`config.mk`:
```
export PLATFORM = sky130hd
export DESIGN_NAME = trig_cmd_readout
export DESIGN_NICKNAME = d
export VERILOG_FILES = /design/src/rtl/trig_cmd_readout.sv
export SDC_FILE = /design/constraint.sdc
export NUM_CORES = 1
export LEC_CHECK = 0
export ABC_CLOCK_PERIOD_IN_PS = 4660
export CAP_MARGIN = 20
export CORE_MARGIN = 4
export CORE_UTILIZATION = 57
export CTS_BUF_LIST = sky130_fd_sc_hd__clkbuf_8
export CTS_CLUSTER_SIZE = 40
export DETAILED_ROUTE_END_ITERATION = 12
export GPL_ROUTABILITY_DRIVEN = 1
export PLACE_DENSITY = 0.91
export SLEW_MARGIN = 20
export SYNTH_ARGS = -nofsm -noshare
export SYNTH_HDL_FRONTEND = slang
export SYNTH_SLANG_ARGS = --single-unit
```
`constraint.sdc`:
```
create_clock -name clk_adc -period 4.66 [get_ports clk_adc]
set_input_delay 0.466 -clock clk_adc [delete_from_list [all_inputs] [get_ports clk_adc]]
set_output_delay 0.466 -clock clk_adc [all_outputs]
set_load 0.01 [all_outputs]
```
`src/rtl/trig_cmd_readout.sv`:
```
// trig_cmd_readout: host command parser and histogram dump engine; TRIG_CMD_CHECKSUM_EN appends an XOR byte to each dump
module trig_cmd_readout #(
  parameter int SETTLE      = 3,
  parameter int TIMEOUT     = 1000000,
  parameter int RESET_PULSE = 4
) (
  input  logic         clk_adc,
  input  logic         rst,
  input  logic [7:0]   rx_data,
  input  logic         rx_valid,
  output logic [7:0]   tx_data,
  output logic         tx_valid,
  input  logic         tx_ready,
  input  logic [255:0] histosout,
  output logic [7:0]   histostosend,
  output logic         resethist,
  output logic [31:0]  prescale,
  output logic [7:0]   calibticks,
  output logic         busy,
  output logic         rx_drop
);
  localparam int PW = $clog2(RESET_PULSE + 1);
  localparam logic [19:0]   TO_LAST = 20'(TIMEOUT - 1);
  localparam logic [3:0]    ST_LAST = 4'(SETTLE - 1);
  localparam logic [PW-1:0] PULSE   = PW'(RESET_PULSE);
`ifdef TRIG_CMD_CHECKSUM_EN
  typedef enum logic [2:0] {IDLE, ARG, SETTLE_S, LATCH, SEND, CKSUM} state_t;
`else
  typedef enum logic [2:0] {IDLE, ARG, SETTLE_S, LATCH, SEND} state_t;
`endif
  state_t        state_q, state_d;
  logic [7:0]    cmd_q, cmd_d, hsel_q, hsel_d, calib_q, calib_d;
  logic [2:0]    arg_cnt_q, arg_cnt_d;
  logic [23:0]   arg_q, arg_d;
  logic [19:0]   timeout_q, timeout_d;
  logic [3:0]    settle_q, settle_d;
  logic [5:0]    byte_q, byte_d;
  logic [255:0]  shadow_q, shadow_d;
  logic [31:0]   prescale_q, prescale_d;
  logic [PW-1:0] pulse_q, pulse_d;
  logic          tx_valid_q, tx_valid_d;
  logic [7:0]    sh_byte;
  logic          last_arg;
  assign sh_byte      = shadow_q[{byte_q[4:0], 3'b000} +: 8];
  assign last_arg     = arg_cnt_q == ((cmd_q == 8'h04) ? 3'd3 : 3'd0);
  assign tx_valid     = tx_valid_q;
  assign histostosend = hsel_q;
  assign prescale     = prescale_q;
  assign calibticks   = calib_q;
  assign resethist    = pulse_q != '0;
  assign busy         = state_q != IDLE;
  assign rx_drop      = rx_valid && !rst && state_q != IDLE && state_q != ARG;
`ifdef TRIG_CMD_CHECKSUM_EN
  logic [7:0] cksum;
  // XOR of the whole latched snapshot, sent as the trailing byte
  always_comb begin
    cksum = '0;
    for (int i = 0; i < 32; i++) cksum ^= shadow_q[8*i +: 8];
  end
  assign tx_data = tx_valid_q ? ((state_q == CKSUM) ? cksum : sh_byte) : 8'h00;
`else
  assign tx_data = tx_valid_q ? sh_byte : 8'h00;
`endif
  // next-state: command decode, argument collection, settle/latch and byte streaming
  always_comb begin
    state_d    = state_q;
    cmd_d      = cmd_q;
    hsel_d     = hsel_q;
    calib_d    = calib_q;
    prescale_d = prescale_q;
    arg_cnt_d  = arg_cnt_q;
    arg_d      = arg_q;
    timeout_d  = timeout_q;
    settle_d   = settle_q;
    byte_d     = byte_q;
    shadow_d   = shadow_q;
    tx_valid_d = tx_valid_q;
    pulse_d    = resethist ? pulse_q - 1'b1 : pulse_q;
    case (state_q)
      IDLE: if (rx_valid) begin
        cmd_d     = rx_data;
        arg_cnt_d = '0;
        timeout_d = '0;
        settle_d  = '0;
        state_d   = (rx_data == 8'h01 || rx_data == 8'h04 || rx_data == 8'h05) ? ARG :
                    (rx_data == 8'h02) ? SETTLE_S : IDLE;
        pulse_d   = (rx_data == 8'h03) ? PULSE : pulse_d;
      end
      ARG: if (rx_valid) begin
        timeout_d  = '0;
        arg_d      = {rx_data, arg_q[23:8]};
        arg_cnt_d  = last_arg ? arg_cnt_q : arg_cnt_q + 1'b1;
        state_d    = last_arg ? IDLE : ARG;
        hsel_d     = (last_arg && cmd_q == 8'h01) ? rx_data : hsel_q;
        calib_d    = (last_arg && cmd_q == 8'h05) ? rx_data : calib_q;
        prescale_d = (last_arg && cmd_q == 8'h04) ? {rx_data, arg_q} : prescale_q;
      end else begin
        state_d   = (timeout_q == TO_LAST) ? IDLE : ARG;
        timeout_d = (timeout_q == TO_LAST) ? timeout_q : timeout_q + 1'b1;
      end
      SETTLE_S: begin
        state_d  = (settle_q == ST_LAST) ? LATCH : SETTLE_S;
        settle_d = (settle_q == ST_LAST) ? settle_q : settle_q + 1'b1;
      end
      LATCH: begin
        shadow_d = histosout;
        byte_d   = '0;
        state_d  = SEND;
      end
      SEND: if (!tx_valid_q) tx_valid_d = 1'b1;
      else if (tx_ready) begin
        byte_d = (byte_q == 6'd31) ? byte_q : byte_q + 1'b1;
`ifdef TRIG_CMD_CHECKSUM_EN
        state_d = (byte_q == 6'd31) ? CKSUM : SEND;
`else
        state_d    = (byte_q == 6'd31) ? IDLE : SEND;
        tx_valid_d = byte_q != 6'd31;
`endif
      end
`ifdef TRIG_CMD_CHECKSUM_EN
      CKSUM: if (tx_ready) begin
        state_d    = IDLE;
        tx_valid_d = 1'b0;
      end
`endif
      default: state_d = IDLE;
    endcase
  end
  // state and datapath registers with synchronous reset
  always_ff @(posedge clk_adc) begin
    if (rst) begin
      state_q    <= IDLE;
      cmd_q      <= '0;
      hsel_q     <= '0;
      calib_q    <= '0;
      prescale_q <= 32'hFFFF_FFFF;
      arg_cnt_q  <= '0;
      arg_q      <= '0;
      timeout_q  <= '0;
      settle_q   <= '0;
      byte_q     <= '0;
      shadow_q   <= '0;
      tx_valid_q <= 1'b0;
      pulse_q    <= '0;
    end else begin
      state_q    <= state_d;
      cmd_q      <= cmd_d;
      hsel_q     <= hsel_d;
      calib_q    <= calib_d;
      prescale_q <= prescale_d;
      arg_cnt_q  <= arg_cnt_d;
      arg_q      <= arg_d;
      timeout_q  <= timeout_d;
      settle_q   <= settle_d;
      byte_q     <= byte_d;
      shadow_q   <= shadow_d;
      tx_valid_q <= tx_valid_d;
      pulse_q    <= pulse_d;
    end
  end
endmodule

```
Word-level counts from Yosys, hierarchy flattened
Cells that the tools add are included.
Word-level totals
  output and inout port bits: 60
  word-level logic and storage cells: 104
  register bits: 376
  input bits: 268
Operators by class
  reductions and logical operators: 25
  shift-type cells: 1
  add/subtract/negate cells: 5
  eq/ne operators: 26
  mux-type cells: 34
Operators with widths (number)
  $shiftx 256x9->8: 1
  $mux 20: 3
  $pmux 20 s2: 1
  $mux 3: 11
  $eq 8x3->1 const B: 4
  $add 20x1->20 const B: 1
  $eq 20x20->1 const B: 1
  $mux 6: 3
  $reduce_and 3->1: 6
  $eq 8x1->1 const B: 2
  $eq 8x2->1 const B: 2
  $pmux 3 s5: 1
  $ne 2x2->1 const B: 7
  $pmux 6 s2: 1
  $mux 4: 2
  $mux 8: 1
  $pmux 4 s2: 1
  $reduce_and 4->1: 2
  $add 6x1->6 const B: 1
  $eq 3x2->1 const B: 2
  $eq 6x5->1 const B: 1
  $logic_and 1x1->1: 6
  $mux 1: 6
  $mux 2: 3
  other kinds (17): 22

Logic depth before layout (Yosys ltp)
Gate-level depths: netlist (run 1).
  word-level depth: 6
  gate-level depth with buffers: 8
  gate-level depth less buffers: 7

Worst setup path after synthesis (run 1)
Ideal clock, no wire load.
  kind: register to output
  start point: register byte_q[0]
  end point: output tx_data[0]
  path slack: 2.564 ns
  arrival: 1.630 ns
  cell stages (with the launch flop): 6
  path through: dfxtp_1 -> buf_4 -> buf_2 -> mux4_2 -> a22oi_1 -> a21oi_1
Between the ends
  cells in the longest elaborated chain, start to end: 2
RTL lines
  start, declared: RTL line 37  | logic [5:0] byte_q, byte_d;
  start signal, assigned: RTL line 155  | byte_q <= byte_d;
  $shiftx 256x9->8: RTL line 44  | assign sh_byte = shadow_q[{byte_q[4:0], 3'b000} +: 8];
  $mux 8: RTL line 62  | assign tx_data = tx_valid_q ? sh_byte : 8'h00;
  end, declared: RTL line 11  | output logic [7:0] tx_data,
Every way passes these cells.

Worst setup path after layout (run 1)
  start point: register byte_q[1]
  end point: output tx_data[4]
The elaborated chain is that of the path after synthesis.

==> results of run 1 <==
[through the flow]
stage / instance area (um2) / utilization, % / power (uW) / hold WS (ns) / std cells
final: 20300 / 73.2 / 6460 / 0.282 / 2558
after global routing: 20300 / 73.2 / 6660 / 0.295 / 2558
after CTS: 20200 / 72.9 / 6470 / 0.262 / 2552
after detailed placement: 19100 / 68.6 / 3710 / 0.446 / 2454
after global placement: 19000 / 68.6 / 3700 / 0.439 / 2453
after floorplan: 16100 / - / 3430 / 0.433 / 1889
[final timing paths]
kind	endpoint	slack (ns)	cells past startpoint
max	tx_data[4]	0.90	7
max reg2reg	shadow_q[171]	1.82	5
min reg2reg	shadow_q[37]	0.46	2
min	calibticks[6]	0.28	2
[layout make-up]
type	instances	area, um2
Multi-Input combinational cell	1356	7650
Sequential cell	376	7530
Fill cell	1929	7460
Timing Repair Buffer	338	3430
Clock buffer	73	1000
Tap cell	378	473
Clock inverter	25	184
Inverter	9	33.8
Antenna cell	3	7.51
[synth_stat cells, types with 9 or more instances]
cell type and count:
xnor2_1 12, a221oi_1 9, a21oi_1 323, dfxtp_1 376, nor2_1 42, inv_1 9
a22oi_1 16, nand3b_1 33, nor3_1 11, buf_2 41, buf_4 11, nand2_1 671
mux4_2 48, clkbuf_1 64, mux2_2 16, mux2i_1 37, nand3_1 18, buf_6 29
[worst max-delay path: cells and delay by family (launching register included)]
kind                   cells  cell delay [ns]
DFF                        1             0.82
buffers and inverters      2             0.82
and+or+nand+nor            2             0.25
AOI/OAI and AO/OA          2             0.42
muxes                      1             0.36
[kinds of logic after synthesis]
family	count (synthesis)
simple gates	846
fa+ha+maj	7
compound gates	385
xor+xnor	17
mux	101
buf+inv	157
flops	376
[power breakdown]
part | leakage (uW) | switching, uW | internal, uW | total [uW]
Clock | 0.000677 | 1250 | 1560 | 2820
Sequential | 0.00303 | 9.09 | 3230 | 3240
Combinational | 0.00311 | 151 | 255 | 406
[registers in the layout, summed over array words and instances (netlist names), 3 cells and up]
| name | count |
|---|---|
| pulse_q | 3 |
| arg_cnt_q | 3 |
| prescale | 32 |
| state_q | 3 |
| settle_q | 4 |
| calibticks | 8 |
| arg_q | 24 |
| shadow_q | 256 |
| histostosend | 8 |
| timeout_q | 20 |
| byte_q | 6 |
| cmd_q | 8 |
[per-layer routing]
metal | track usage, % | up-vias | wire length (um)
met5 | 0 | - | 7
met1 | 35.7 | 6936 | 17800
met4 | 14.5 | 2 | 2500
li1 | - | 6887 | -
met3 | 5.29 | 161 | 4340
met2 | 49.6 | 802 | 23100
==> results.tsv, run 1 <==
stage	metric	value	unit
logic_synthesis	ys.flop_type	dfxtp_1	
sta	finalSetupTns	0	ns
logic_synthesis	synth-xor-area-share	0.927	%
worst_setup_path	required	4.19	ns
sta	fin_crit_sh	80.7	%
global_routing	grt_util_all_layers	29.1	%
sta	min_period	3.76	ns
routing	drc	0	
logic_synthesis	netlist_area	16100	um2
logic_synthesis	synthCells	1889	
logic_synthesis	synth_nets	2164	
worst_setup_path	critPathLaunchType	flip-flop	
worst_setup_path	crit_arrival	3.29	ns
clock_tree	cts_setup_buffers	0	
logic_synthesis	synth-compound-area-share	13.1	%
logic_synthesis	ys_async_sr_fraction	0	%
global_routing	grt_max_degree	276	
routing	wl_per_cell	18.7	um
sta	fmaxAchievable	0.266	GHz
logic_synthesis	synth_top_family_by_area	simple AND/OR/NAND/NOR gates	
clock_tree	cts_tree	yes	
worst_setup_path	cpPeakStageDelay	0.82	ns
routing	vias	14800	
die	start_util	57.8	%
worst_setup_path	setup.worst_path.start	byte_q[1]	
clock_tree	clock-root-buffer	clkbuf_8	
clock_tree	cts_buffers	56	
worst_setup_path	r2r-start	state_q[2]	
placed_design	globalplace.congestion	0.918	
logic_synthesis	synth_simple_gate_area_share	22.8	%
die	core-area	27800	um2
placed_design	hpwl	33400	um
clock_tree	htreeDepth	2	
finish	nets	2412	
logic_synthesis	synth_top_cell_area_share	46.9	%
min_path	min_from	rst	
run_status	status	complete, no violations	
clock_tree	cts_resized	0	
die	die-area	30900	um2
sta	slew_violations	0	
logic_synthesis	yosys-top-cells-area	dfxtp_1 (47%), nand2_1 (16%), a21oi_1 (10%)	
finish	final_common_cell	nand2_1	
power	leakage	0.00682	uW
logic_synthesis	synth-adder-area-share	0.545	%
logic_synthesis	synth_warnings	0	
worst_setup_path	cpMaxStageDelayCell	dfxtp_4	
global_routing	grt_pass1_wl	72900	um
power	powerDensity	318	nW/um2
routing	ant_nets	0	
die	rows	61	
die	die_height	176	um
placed_design	io_buffers	327	
worst_setup_path	worstSetupPathType	flip-flop to output port	
routing	drtIter0Drc	1430	
logic_synthesis	synth_edf_count	0	
clock_tree	hold_buffers	0	
logic_synthesis	syn_avg_cell_area	8.50	um2
finish	final_cell_mix	nand2_1 (671), dfxtp_1 (374), clkdlybuf4s50_1 (326)	
sta	relSlewSlack	23.7	%
logic_synthesis	yosysSeqAreaShare	46.9	%
die	die_x	176	um
sta	rsz0062_at_grt	no	
routing	viasPerCell	5.78	
logic_synthesis	yosysTopAreaCell	dfxtp_1	
routing	wl	47800	um
logic_synthesis	synthDistinctLibCells	73	
worst_setup_path	end_kind	output port	
clock_tree	cts_num_sinks	376	
sta	setup_viol	0	
clock_tree	path_clk_slew	0.06	ns
worst_setup_path	cp_cell_sequence	buf_12, mux2_2, a221oi_1, nand3_1, nand2_1, a21oi_1, clkdlybuf4s50_1	
finish	area_growth	26.5	%
routing	dr.pass1.iters	5	
run	cap_violations	0	
sta	setup_slack	0.901	ns
die	top_level_ports	328	
placed_design	post-place-ws	1.34	ns
min_path	hold_path.class	primary input to flip-flop	
finish	drive_gt1_share	8.50	%
sta	skew	0.0383	ns
clock_tree	clock_latency	0.61	ns
worst_setup_path	cp_max_fo	46	
logic_synthesis	ys_ff_latch	376	
power	irDropWorstVdd	0.192	mV
global_routing	grt_pass1_vias	14200	
clock_tree	cts_buffer_depth	3	
sta	hold_viol	0	
global_routing	overflow	0	
global_routing	antenna_found_initial	4	
sta	worst_slew_pin_slew	1.14	ns
logic_synthesis	synthMuxAreaShare	10.2	%
Power figures use the tool's default switching activity.
==> inputs of run 2 (changes only) <==
--- a/config.mk
+++ b/config.mk
@@ -5,15 +5,15 @@
 export SDC_FILE = /design/constraint.sdc
 export NUM_CORES = 1
 export LEC_CHECK = 0
-export ABC_CLOCK_PERIOD_IN_PS = 4660
+export ABC_CLOCK_PERIOD_IN_PS = 3600
 export CAP_MARGIN = 20
 export CORE_MARGIN = 4
-export CORE_UTILIZATION = 57
+export CORE_UTILIZATION = 53
 export CTS_BUF_LIST = sky130_fd_sc_hd__clkbuf_8
 export CTS_CLUSTER_SIZE = 40
 export DETAILED_ROUTE_END_ITERATION = 12
 export GPL_ROUTABILITY_DRIVEN = 1
-export PLACE_DENSITY = 0.91
+export PLACE_DENSITY = 0.86
 export SLEW_MARGIN = 20
 export SYNTH_ARGS = -nofsm -noshare
 export SYNTH_HDL_FRONTEND = slang
==> constraint.sdc (replaced) <==
create_clock -name clk_adc -period 3.6 [get_ports clk_adc]
set_input_delay 0.36 -clock clk_adc [delete_from_list [all_inputs] [get_ports clk_adc]]
set_output_delay 0.36 -clock clk_adc [all_outputs]
set_load 0.01 [all_outputs]
==> run 2 against run 1 <==
Effect of this change: clock power increased by 40%; worst setup slack got worse by 0.81 ns; via count decreased by 0.49%; critical endpoint is now tx_data[2].
==> results.tsv, run 2 (synthesized netlist as in run 1, its figures left out) <==
stage	metric	value	unit	change
run_status	status	complete, no violations		unchanged
die	die_x	182	um	was 176 um
routing	vias	14700		was 14800
finish	final_core_util	69.2	%	was 73.2%
global_routing	grt_max_degree	165		was 276
clock_tree	path_clk_slew	0.06	ns	about the same
finish	fillers	2249		was 1929
worst_setup_path	crit_arrival	3.15	ns	was 3.29 ns
power	combPwrFrac	6.0	%	was 6.3%
routing	viasPerCell	5.68		was 5.78
finish	area_growth	28.3	%	was 26.5%
finish	seq_area	7530	um2	unchanged
routing	wl	48300	um	was 47800 um
clock_tree	cts_resized	0		unchanged
finish	regMostFlops	shadow_q		unchanged
finish	multi_input_area	7650	um2	about the same
die	die_height	182	um	was 176 um
worst_setup_path	critPathMostFrequentCell	a21oi_1		
sta	hold_viol	0		unchanged
finish	final_common_cell	nand2_1		unchanged
finish	final_cell_mix	nand2_1 (671), dfxtp_1 (374), clkdlybuf4s50_1 (326)		unchanged
worst_setup_path	required	3.24	ns	was 4.19 ns
sta	slew_violations	0		unchanged
routing	drtIter0Drc	1612		was 1430
global_routing	overflow	0		unchanged
clock_tree	clock_latency	0.61	ns	about the same
placed_design	place_inst	2479		was 2454
finish	drive_gt1_share	9.69	%	was 8.50%
die	start_util	53.9	%	was 57.8%
placed_design	hpwl	34200	um	was 33400 um
placed_design	globalplace.congestion	0.990		was 0.918
sta	finalSetupTns	0	ns	unchanged
sta	fin_crit_sh	97.6	%	
die	core-area	29800	um2	was 27800 um2
power	irDropWorstVdd	0.262	mV	was 0.192 mV
global_routing	grt_pass1_wl	74800	um	was 72900 um
routing	dr.pass1.iters	5		unchanged
sta	relSlewSlack	37.1	%	was 23.7%
finish	largest_reg_flops	256		unchanged
worst_setup_path	path_buf_inv	1		was 2
power	switchingPower	1910	uW	was 1410 uW
power	sw_frac_of_total	22.1	%	was 21.9%
die	rows	63		was 61
finish	nets	2426		was 2412
clock_tree	clock-root-buffer	clkbuf_8		unchanged
sta	fin_hold_ws	0.217	ns	was 0.282 ns
worst_setup_path	end_kind	output port		unchanged
worst_setup_path	critPathLaunchType	flip-flop		unchanged
power	pwr-share-seq	48.3	%	was 50.1%
worst_setup_path	cpMaxStageDelayCell	clkdlybuf4s50_1		was dfxtp_4
sta	min_period	3.51	ns	
routing	ant_nets	0		unchanged
clock_tree	cts_buffer_depth	3		unchanged
worst_setup_path	path_delay_family	simple AND/OR/NAND/NOR gates		was buffers and inverters
clock_tree	hold_buffers	0		unchanged
worst_setup_path	cpPeakStageDelay	0.64	ns	was 0.82 ns
sta	fmaxAchievable	0.285	GHz	
die	top_level_ports	328		unchanged
power	fin_total_pwr	8680	uW	was 6460 uW
sta	setup_viol	0		unchanged
global_routing	grt_util_all_layers	27.7	%	was 29.1%
clock_tree	cts_num_sinks	376		unchanged
global_routing	grt_pass1_vias	14300		was 14200
sta	skew	0.0459	ns	was 0.0383 ns
clock_tree	cts_setup_buffers	1		was 0
power	p_int	6760	uW	was 5040 uW
power	p_clk_share	45.6	%	was 43.6%
worst_setup_path	cp_cell_sequence	and2_1, nand2b_1, o221ai_1, a21oi_1, a21oi_1, clkdlybuf4s50_1		was buf_12, mux2_2, a221oi_1, nand3_1, nand2_1, a21oi_1, clkdlybuf4s50_1
sta	rsz0062_at_grt	no		unchanged
worst_setup_path	worstSetupPathType	flip-flop to output port		unchanged
clock_tree	cts_tree	yes		unchanged
worst_setup_path	cp_max_fo	11		was 46
clock_tree	cts_buffers	59		was 56
power	powerDensity	421	nW/um2	was 318 nW/um2
global_routing	antenna_found_initial	4		unchanged
min_path	hold_path.class	primary input to flip-flop		unchanged
run	cap_violations	0		unchanged
sta	worst_slew_pin_slew	0.941	ns	was 1.14 ns
routing	wl_per_cell	18.6	um	was 18.7 um
power	leakage	0.00695	uW	was 0.00682 uW
routing	drc	0		unchanged
clock_tree	htreeDepth	2		unchanged
die	die-area	33200	um2	was 30900 um2
finish	final_cells	2591		was 2558
placed_design	io_buffers	327		unchanged
[run 2: power by group through the flow]
stage	clock network [uW]	logic, uW	registers, uW
5_1_grt	4190	559	4190
2_1_floorplan	0	162	4280
3_5_place_dp	0	516	4280
4_1_cts	3990	521	4190
3_3_place_gp	0	506	4280
6_report	3960	524	4190
[run 2: through the flow]
step | instance area, um2 | worst slack [ns]
floorplan | 16100 | 1.61
global placement | 19200 | 0.679
detailed placement | 19200 | 0.647
CTS | 20600 | 0.122
global route | 20600 | 0.0161
finish | 20600 | 0.0866
[run 2: worst paths after layout]
path	startpoint	endpoint	slack (ns)	depth (start not counted)
worst max register to register	state_q[1]	shadow_q[241]	1.18	5
worst min-delay path	rst	calibticks[0]	0.22	2
worst min register to register	shadow_q[182]	shadow_q[182]	0.45	2
worst max-delay path	byte_q[2]	tx_data[2]	0.09	6
[run 2: layout make-up]
class	instances	area share, %
clock inverter	30	1.24
timing repair buffer	349	17.2
sequential	376	36.6
tap	390	2.37
inverter	9	0.164
clock buffer	79	5.28
antenna	2	0.0243
multi-input combinational	1356	37.1
[run 2: per-layer routing]
layer  GRT usage, %  wire (um)
met3           4.72       3780
met1           35.1      19000
met2           45.8      22900
met5              0         31
met4           14.0       2540
